## config.mk

```make
export PLATFORM = sky130hd
export DESIGN_NAME = i2c_temp_target
export DESIGN_NICKNAME = d
export VERILOG_FILES = /design/src/rtl/i2c_temp_target.sv
export SDC_FILE = /design/constraint.sdc
export NUM_CORES = 1
export LEC_CHECK = 0
export BUFFER_PORTS_ARGS = -buffer_cell sky130_fd_sc_hd__buf_2
export CAP_MARGIN = 10
export CORE_MARGIN = 5
export CORE_UTILIZATION = 35
export CTS_CLUSTER_DIAMETER = 80
export DETAILED_ROUTE_END_ITERATION = 10
export PLACE_DENSITY = 0.61
export RECOVER_POWER = 50
export REMOVE_ABC_BUFFERS = 1
export SLEW_MARGIN = 20
export SYNTH_ARGS = -nofsm -noshare
export SYNTH_HDL_FRONTEND = slang
export SYNTH_SLANG_ARGS = --single-unit
```

## constraint.sdc

```tcl
create_clock -name clk_i -period 5.47 [get_ports clk_i]
set_input_delay 1.3675 -clock clk_i [delete_from_list [all_inputs] [get_ports clk_i]]
set_output_delay 1.3675 -clock clk_i [all_outputs]
set_load 0.02 [all_outputs]
```

## src/rtl/i2c_temp_target.sv

```systemverilog
// ---------------------------------------------------------------------------
// i2c_temp_target
// I2C target that stands in for the board temperature sensor. It detects
// START/STOP on synchronized SCL/SDA, matches a 7-bit address and serves a
// small register map (temperature MSB/LSB, config, ID) through an 8-bit
// auto-incrementing pointer. SDA is only ever pulled low (open drain).
//
// Ports
//   clk_i        system clock, at least 16x the SCL rate
//   rst_i        asynchronous active-high reset
//   scl_i        bus SCL level (never stretched by this target)
//   sda_i        bus SDA level
//   sda_oe_o     1 pulls SDA low, 0 releases it
//   temp_i       temperature sample, MSB:LSB
//   temp_upd_i   one-cycle strobe to load temp_i into the shadow register
//   cfg_o        config register contents
//   busy_o       high from an address-matched START until the next STOP
//   wr_strobe_o  one-cycle pulse after each data byte written
//   rd_done_o    one-cycle pulse when the initiator NACKs a read byte
// ---------------------------------------------------------------------------
`timescale 1ns/1ps

module i2c_temp_target #(
   parameter logic [6:0] DEV_ADDR    = 7'h4B,
   parameter logic [7:0] ID_VALUE    = 8'hCB,
   parameter int         SYNC_STAGES = 2
) (
   input  logic        clk_i,
   input  logic        rst_i,
   input  logic        scl_i,
   input  logic        sda_i,
   output logic        sda_oe_o,
   input  logic [15:0] temp_i,
   input  logic        temp_upd_i,
   output logic [7:0]  cfg_o,
   output logic        busy_o,
   output logic        wr_strobe_o,
   output logic        rd_done_o
);

   localparam logic [3:0] S_IDLE      = 4'd0;
   localparam logic [3:0] S_ADDR      = 4'd1;
   localparam logic [3:0] S_ADDR_ACK  = 4'd2;
   localparam logic [3:0] S_PTR       = 4'd3;
   localparam logic [3:0] S_PTR_ACK   = 4'd4;
   localparam logic [3:0] S_WDATA     = 4'd5;
   localparam logic [3:0] S_WDATA_ACK = 4'd6;
   localparam logic [3:0] S_RDATA     = 4'd7;
   localparam logic [3:0] S_RDATA_ACK = 4'd8;
   localparam logic [3:0] S_WAIT      = 4'd9;

   logic [SYNC_STAGES-1:0] r_sclSync;
   logic [SYNC_STAGES-1:0] r_sdaSync;
   logic                   r_sclPrev;
   logic                   r_sdaPrev;

   logic [3:0]  r_state;
   logic [3:0]  r_bitCnt;
   logic [7:0]  r_shift;
   logic [7:0]  r_ptr;
   logic [7:0]  r_cfg;
   logic [15:0] r_shadow;
   logic        r_pend;
   logic [15:0] r_pendVal;
   logic        r_oe;
   logic        r_busy;
   logic        r_wrStb;
   logic        r_rdDone;
   logic        r_rw;
   logic        r_mAck;

   logic        w_scl;
   logic        w_sda;
   logic        w_sclRise;
   logic        w_sclFall;
   logic        w_start;
   logic        w_stop;
   logic [7:0]  w_rdByte;

   // Synchronizers reset to 1 so an idle (pulled-up) bus does not look like
   // an edge when reset is released. One extra stage holds the previous
   // synchronized level for edge detection.
   always_ff @(posedge clk_i or posedge rst_i) begin
      if (rst_i) begin
         r_sclSync <= '1;
         r_sdaSync <= '1;
         r_sclPrev <= 1'b1;
         r_sdaPrev <= 1'b1;
      end else begin
         r_sclSync <= {r_sclSync[SYNC_STAGES-2:0], scl_i};
         r_sdaSync <= {r_sdaSync[SYNC_STAGES-2:0], sda_i};
         r_sclPrev <= r_sclSync[SYNC_STAGES-1];
         r_sdaPrev <= r_sdaSync[SYNC_STAGES-1];
      end
   end

   assign w_scl     = r_sclSync[SYNC_STAGES-1];
   assign w_sda     = r_sdaSync[SYNC_STAGES-1];
   assign w_sclRise = w_scl & ~r_sclPrev;
   assign w_sclFall = ~w_scl & r_sclPrev;
   // START/STOP require SCL high on both samples so an SDA change that
   // coincides with an SCL edge is treated as data, not a bus condition.
   assign w_start   = w_scl & r_sclPrev & r_sdaPrev & ~w_sda;
   assign w_stop    = w_scl & r_sclPrev & ~r_sdaPrev & w_sda;

   // Register map read mux; unmapped addresses read as zero.
   always_comb begin
      w_rdByte = 8'h00;
      case (r_ptr)
         8'h00:   w_rdByte = r_shadow[15:8];
         8'h01:   w_rdByte = r_shadow[7:0];
         8'h03:   w_rdByte = r_cfg;
         8'h0B:   w_rdByte = ID_VALUE;
         default: w_rdByte = 8'h00;
      endcase
   end

   // Protocol state machine. Bits are shifted in on SCL rise; SDA drive is
   // only ever changed on SCL fall so it is stable for the whole high time.
   // The pointer persists across STOP so a bare read resumes where the last
   // transfer left off.
   always_ff @(posedge clk_i or posedge rst_i) begin
      if (rst_i) begin
         r_state  <= S_IDLE;
         r_bitCnt <= 4'd0;
         r_shift  <= 8'h00;
         r_ptr    <= 8'h00;
         r_cfg    <= 8'h00;
         r_oe     <= 1'b0;
         r_busy   <= 1'b0;
         r_wrStb  <= 1'b0;
         r_rdDone <= 1'b0;
         r_rw     <= 1'b0;
         r_mAck   <= 1'b0;
      end else begin
         r_wrStb  <= 1'b0;
         r_rdDone <= 1'b0;
         if (w_start) begin
            r_state  <= S_ADDR;
            r_bitCnt <= 4'd0;
            r_oe     <= 1'b0;
         end else if (w_stop) begin
            r_state <= S_IDLE;
            r_oe    <= 1'b0;
            r_busy  <= 1'b0;
         end else begin
            case (r_state)
               S_ADDR, S_PTR, S_WDATA: begin
                  if (w_sclRise && r_bitCnt < 4'd8) begin
                     r_shift  <= {r_shift[6:0], w_sda};
                     r_bitCnt <= r_bitCnt + 4'd1;
                  end else if (w_sclFall && r_bitCnt == 4'd8) begin
                     if (r_state == S_ADDR) begin
                        if (r_shift[7:1] == DEV_ADDR) begin
                           r_state <= S_ADDR_ACK;
                           r_oe    <= 1'b1;
                           r_busy  <= 1'b1;
                           r_rw    <= r_shift[0];
                        end else begin
                           r_state <= S_IDLE;
                           r_oe    <= 1'b0;
                        end
                     end else if (r_state == S_PTR) begin
                        r_state <= S_PTR_ACK;
                        r_oe    <= 1'b1;
                     end else begin
                        r_state <= S_WDATA_ACK;
                        r_oe    <= 1'b1;
                     end
                  end
               end
               S_ADDR_ACK: begin
                  if (w_sclFall) begin
                     r_bitCnt <= 4'd0;
                     if (r_rw) begin
                        r_state <= S_RDATA;
                        r_shift <= w_rdByte;
                        r_oe    <= ~w_rdByte[7];
                     end else begin
                        r_state <= S_PTR;
                        r_oe    <= 1'b0;
                     end
                  end
               end
               S_PTR_ACK: begin
                  if (w_sclRise) begin
                     r_ptr <= r_shift;
                  end else if (w_sclFall) begin
                     r_state  <= S_WDATA;
                     r_bitCnt <= 4'd0;
                     r_oe     <= 1'b0;
                  end
               end
               S_WDATA_ACK: begin
                  // Writes to read-only or unmapped addresses are dropped,
                  // but still strobe and advance the pointer.
                  if (w_sclRise) begin
                     if (r_ptr == 8'h03) begin
                        r_cfg <= r_shift;
                     end
                     r_wrStb <= 1'b1;
                     r_ptr   <= r_ptr + 8'd1;
                  end else if (w_sclFall) begin
                     r_state  <= S_WDATA;
                     r_bitCnt <= 4'd0;
                     r_oe     <= 1'b0;
                  end
               end
               S_RDATA: begin
                  // Bit 7 was driven on entry; falls 1..7 drive bits 6..0
                  // and the fall after bit 0 hands SDA to the initiator.
                  if (w_sclRise && r_bitCnt < 4'd8) begin
                     r_bitCnt <= r_bitCnt + 4'd1;
                  end else if (w_sclFall) begin
                     if (r_bitCnt == 4'd8) begin
                        r_state <= S_RDATA_ACK;
                        r_oe    <= 1'b0;
                     end else begin
                        r_oe <= ~r_shift[3'd7 - r_bitCnt[2:0]];
                     end
                  end
               end
               S_RDATA_ACK: begin
                  if (w_sclRise) begin
                     if (!w_sda) begin
                        r_mAck <= 1'b1;
                        r_ptr  <= r_ptr + 8'd1;
                     end else begin
                        r_mAck   <= 1'b0;
                        r_rdDone <= 1'b1;
                     end
                  end else if (w_sclFall) begin
                     if (r_mAck) begin
                        r_state  <= S_RDATA;
                        r_bitCnt <= 4'd0;
                        r_shift  <= w_rdByte;
                        r_oe     <= ~w_rdByte[7];
                     end else begin
                        r_state <= S_WAIT;
                        r_oe    <= 1'b0;
                     end
                  end
               end
               default: begin
                  r_oe <= 1'b0;
               end
            endcase
         end
      end
   end

   // Temperature shadow: updates only between transactions so a multi-byte
   // read always sees one coherent sample. A strobe during a transaction is
   // parked (latest value wins) and applied once busy drops after STOP.
   always_ff @(posedge clk_i or posedge rst_i) begin
      if (rst_i) begin
         r_shadow  <= 16'h0000;
         r_pend    <= 1'b0;
         r_pendVal <= 16'h0000;
      end else if (temp_upd_i) begin
         if (!r_busy) begin
            r_shadow <= temp_i;
            r_pend   <= 1'b0;
         end else begin
            r_pend    <= 1'b1;
            r_pendVal <= temp_i;
         end
      end else if (r_pend && !r_busy) begin
         r_shadow <= r_pendVal;
         r_pend   <= 1'b0;
      end
   end

   assign sda_oe_o    = r_oe;
   assign cfg_o       = r_cfg;
   assign busy_o      = r_busy;
   assign wr_strobe_o = r_wrStb;
   assign rd_done_o   = r_rdDone;

endmodule

```

# Yosys cells after proc, flatten, opt, wreduce, memory -nomap -nowiden
# Index checks and enable logic that the tools add are counted.
# totals
regBits	77
memories	0
romBits	0
latch_bits	0
elab_cells	189
ramBits	0
# op_classes
n_lt_le_gt_ge	2
div_mod_pow	0
n_reduce_logical	28
shifts	0
n_addsub	3
n_eq_ne	41
n_mux	81
multipliers	0
n_bitwise	16
# op_table
cell	n
two-way mux 4 bit	22
two-way mux 8 bit	10
two-way mux 16 bit	3
case mux 8 bit (3 select lines)	2
two-way mux 1 bit	36
!= test 4 bit (second input constant)	8
case mux 8 bit (4 select lines)	1
!= test 2 bit (second input constant)	13
AND reduction 7 bit	3
case mux 4 bit (5 select lines)	1
AND reduction 9 bit	2
== test 4 x 3 -> 1 bit (second input constant)	4
case mux 4 bit (4 select lines)	1
AND reduction 11 bit	1
nonzero test 2 bit	5
!= test 3 bit (second input constant)	3
inverter 1 bit	9
adder 8 x 1 -> 8 bit (second input constant)	1
== test 4 x 2 -> 1 bit (second input constant)	2
== test 4 bit (second input constant)	2
== test 8 x 1 -> 1 bit (second input constant)	1
== test 8 x 2 -> 1 bit (second input constant)	1
== test 8 x 4 -> 1 bit (second input constant)	1
logical NOT 8 bit	1
other kinds (27)	38

# Logic depth before layout (Yosys ltp)
# logic_depth
ltp_word	10
mapped_depth	7
depth_no_buf	6

# Worst setup path after synthesis
# Ideal clock, no wire load.
# synth_path
kind	input -> register
from	input port temp_upd_i
to	register r_pendVal[0]
stages	4
setup_slack_ns	2.769
n_path_buf	2
arrival_time_ns	2.576
cell_sequence	clkbuf_1 > nand2_1 > clkbuf_1 > mux2_2
# synth_via
elab_chain_len	1
# synth_rtl
item	line	source
start: declaration	34	input logic temp_upd_i,
AND reduction 2 bit (no line)	--	
end signal: assignment	266	r_pendVal <= temp_i;
end: declaration	64	logic [15:0] r_pendVal;
# No other way between the ends.
# A chain may end at the register's enable or synchronous reset.

# Worst setup path after layout
# layout_path
from	input port temp_upd_i
to	register r_pendVal[1]
# Same word-level chain as after synthesis.

==> results.py <==
metrics = {
    "placed_design": {
        "dp_slack_ns": 2.55,
        "gp_routability_congestion": 0.823,
        "port_buffers": 32,
        "dpl.hpwl_um": 6460,
        "placedInstanceArea_mm2": 0.00435,
    },
    "synth": {
        "synthArstFlopShare_pct": 100,
        "ys_types": 63,
        "yosys.area_share.adder_pct": 1.23,
        "synth_compound_area_share_pct": 17.0,
        "synth_top_cells_by_area": "sky130_fd_sc_hd__dfrtp_1 44%, sky130_fd_sc_hd__mux2i_1 6.1%, sky130_fd_sc_hd__mux2_2 6.1%",
        "synth_seq_cells": 77,
        "main_combinational_cell_family_by_area_after_synthesis": "compound AO/OA/AOI/OAI gates",
        "synthDominantCellAreaShare_pct": 43.6,
        "synth-simple-area-share_pct": 14.0,
        "post_synth_inst_count": 380,
        "syn_area_mm2": 0.00407,
        "share_of_cell_area_taken_by_muxes_after_synthesis_pct": 16.3,
        "netlist.top_cell.by_area": "sky130_fd_sc_hd__dfrtp_1",
        "synth_edf_count": 0,
        "synth_sequential_area_ratio_pct": 47.5,
        "synth_xor_area_share_pct": 0.645,
        "dominant_synthesized_flop_cell": "sky130_fd_sc_hd__dfrtp_1",
        "ys.warnings.count": 0,
        "syn_area_per_cell_um2": 10.7,
    },
    "route": {
        "firstDrtPassIters": 4,
        "drt-wirelength-per-cell_um": 16.7,
        "drt-vias-per-instance": 5.43,
        "drtIter0Drc": 140,
        "routed_wirelength_um": 9200,
        "drc_errors": 0,
        "dr_total_vias": 2996,
        "antenna_left": 0,
    },
    "final_layout": {
        "mostFrequentLayoutCells": "71 x sky130_fd_sc_hd__dfrtp_1, 32 x sky130_fd_sc_hd__o21ai_0, 29 x sky130_fd_sc_hd__buf_2",
        "area_growth_syn_to_layout_pct": 14.8,
        "final_net_count": 429,
        "final_common_cell": "sky130_fd_sc_hd__dfrtp_1",
        "post_route_cells_drive_above_1_share_pct": 21.3,
        "fraction_of_the_core_area_covered_by_cells_at_the_end_of_the_flow_pct": 40.9,
        "final_design_area_no_fill_mm2": 0.00467,
        "antenna_cells": 0,
    },
    "clock_network": {
        "post_cts.repair.setup_buffers": 0,
        "clockRootBuffer": "sky130_fd_sc_hd__clkbuf_16",
        "clk_latency_ns": 0.33,
        "cts_made_buffers": 9,
        "post_cts_resize_count": 0,
        "numClockSinks": 77,
        "htreeDepth": 3,
        "cts_tree": "done",
        "clk_transition_reported_paths_ns": 0.06,
        "clock_path_buffers": 2,
        "post_cts_hold_buffer_count": 0,
    },
    "job": {
        "cap_viol_max_count": 2,
    },
    "sta": {
        "fin_tns_setup_ns": 0,
        "worst_margin_slew_ns": 2.05,
        "maxSlewHeadroom_pct": -37.9,
        "min_period_over_period_pct": 59.1,
        "timing.final.ws_setup_ns": 2.24,
        "maxSlewViolCount": 57,
        "worst_clock_skew_ns": 0.00757,
        "timing.final.setup_violations": 0,
        "rsz0062_at_grt": "no",
        "fmax_ghz": 0.309,
        "period_needed_ns": 3.23,
        "final_hold_viol_count": 0,
    },
    "floorplanning": {
        "ioPinCount": 33,
        "fp.coreArea_mm2": 0.0114,
        "floorplan.die.height_um": 118,
        "die_w_um": 118,
        "design.die.area_mm2": 0.0139,
        "start_util_pct": 35.7,
        "num_rows": 39,
    },
    "power": {
        "post-layout-total-power_w": 0.00210,
        "cellLeakagePower_nw": 2.05,
        "max-vdd-ir-drop_mv": 0.151,
        "power_per_cell_area_mw_per_mm2": 450,
    },
    "worst_setup_path": {
        "worst_r2r_startpoint": "r_state[3]",
        "crit_fanout": 19,
        "criticalPathCategory": "input pin to register",
        "critical_path_arrival_ns": 3.45,
        "launch_point_of_the_worst_path": "temp_upd_i",
        "worst-r2r-cell-count": 4,
        "crit_path_launch_type": "input pin",
        "worst_setup_path_end_kind": "register",
        "cp.required_ns": 5.69,
    },
    "global_route": {
        "global_route.overflow_total": 0,
        "wire_length_of_the_first_global_routing_pass_um": 15800,
        "number_of_global_route_vias_before_repair": 3101,
        "gr-usage-all-layers_pct": 13.6,
        "grt_start_max_net_pins": 41,
        "antenna_found_initial": 0,
    },
    "run_status": {
        "violations_in_the_final_reports": "capacitance limit, slew limit",
        "outcome": "finished, violations left",
    },
    "worst_hold_path": {
        "worstHoldPathCells": 0,
        "worst_hold_path_type": "register to register",
        "origin_of_the_worst_min_delay_path": "r_sclSync[0]",
    },
}
==> power by group <==
| part | switching, W | internal, W | leakage (nW) | total [W] |
|---|---|---|---|---|
| Sequential | 0.000191 | 0.000661 | 1.01 | 0.000852 |
| Clock | 0.000252 | 0.000407 | 0.163 | 0.000658 |
| Combinational | 0.000321 | 0.000273 | 0.876 | 0.000594 |
==> worst max-delay path, cell delays in order <==
cell and delay [ns]:
sky130_fd_sc_hd__clkbuf_1 0.85, sky130_fd_sc_hd__nand2_1 0.74, sky130_fd_sc_hd__mux2_2 0.47
==> worst paths after layout <==
path / slack [ns] / end
setup reg to reg: 2.49 / r_ptr[0]
hold / removal: 0.36 / r_sclSync[1]
min in group asynchronous: 1.39 / r_pendVal[15]
setup / recovery: 2.24 / r_pendVal[1]
max in group asynchronous: 2.91 / r_sclPrev
hold reg to reg: 0.36 / r_sclSync[1]
==> stage by stage <==
stage / cells / hold slack (ns)
2_1_floorplan: 359 / 0.345
3_3_place_gp: 536 / 0.347
3_5_place_dp: 536 / 0.347
4_1_cts: 552 / 0.356
5_1_grt: 552 / 0.363
6_report: 552 / 0.360
==> cells in the mapped netlist (all sizes together), types with 2 or more instances <==
master / count
nand2: 26
o32a: 3
mux2: 32
a21boi: 2
or3: 5
nor3: 4
a21oi: 16
or2: 4
nor2b: 3
or4b: 2
xnor2: 2
a311oi: 2
clkbuf: 19
nand4: 2
dfrtp: 71
a222oi: 3
a22oi: 5
ha: 4
buf: 2
o21ai: 33
a21o: 2
mux2i: 25
o22ai: 2
a32oi: 2
a211oi: 5
inv: 14
nor2: 12
o21bai: 4
mux4: 2
and3: 3
o211ai: 2
and2: 2
nand3b: 6
a31oi: 7
o21a: 2
o31ai: 2
nand3: 11
o22a: 4
nand2b: 6
or4: 2
dfstp: 6
nor3b: 2
nand4bb: 2
nor4b: 3
==> flip-flops by register name, summed over array words and instances (netlist names), 2 cells and up <==
signal and cells:
r_pendVal 16, r_shadow 16, cfg_o 8, r_ptr 8
r_shift 8, r_bitCnt 4, r_state 4, r_sclSync 2
r_sdaSync 2
==> metal layers <==
layer | global-route usage (%) | share of wire [%] | vias up
li1 | - | - | 1467
met1 | 18.8 | 49 | 1467
met2 | 20.8 | 46 | 53
met3 | 3.65 | 3.8 | 9
met4 | 4.30 | 1.3 | 0
met5 | 0 | 0 | -
==> area by class of cell <==
type | count | area, um^2
Clock buffer | 9 | 225
Fill cell | 1125 | 6750
Clock inverter | 7 | 103
Multi-Input combinational cell | 268 | 2010
Inverter | 14 | 53.8
Sequential cell | 77 | 1930
Timing Repair Buffer | 34 | 171
Tap cell | 143 | 179
==> cells by family after synthesis <==
| family | after synthesis |
|---|---|
| AOI/OAI and AO/OA | 103 |
| muxes | 59 |
| and+or+nand+nor | 99 |
| adders and majority gates | 4 |
| buffers and inverters | 35 |
| DFF | 77 |
| xor gates and xnor gates | 3 |
No activity file was read; power rests on OpenSTA's default activity.
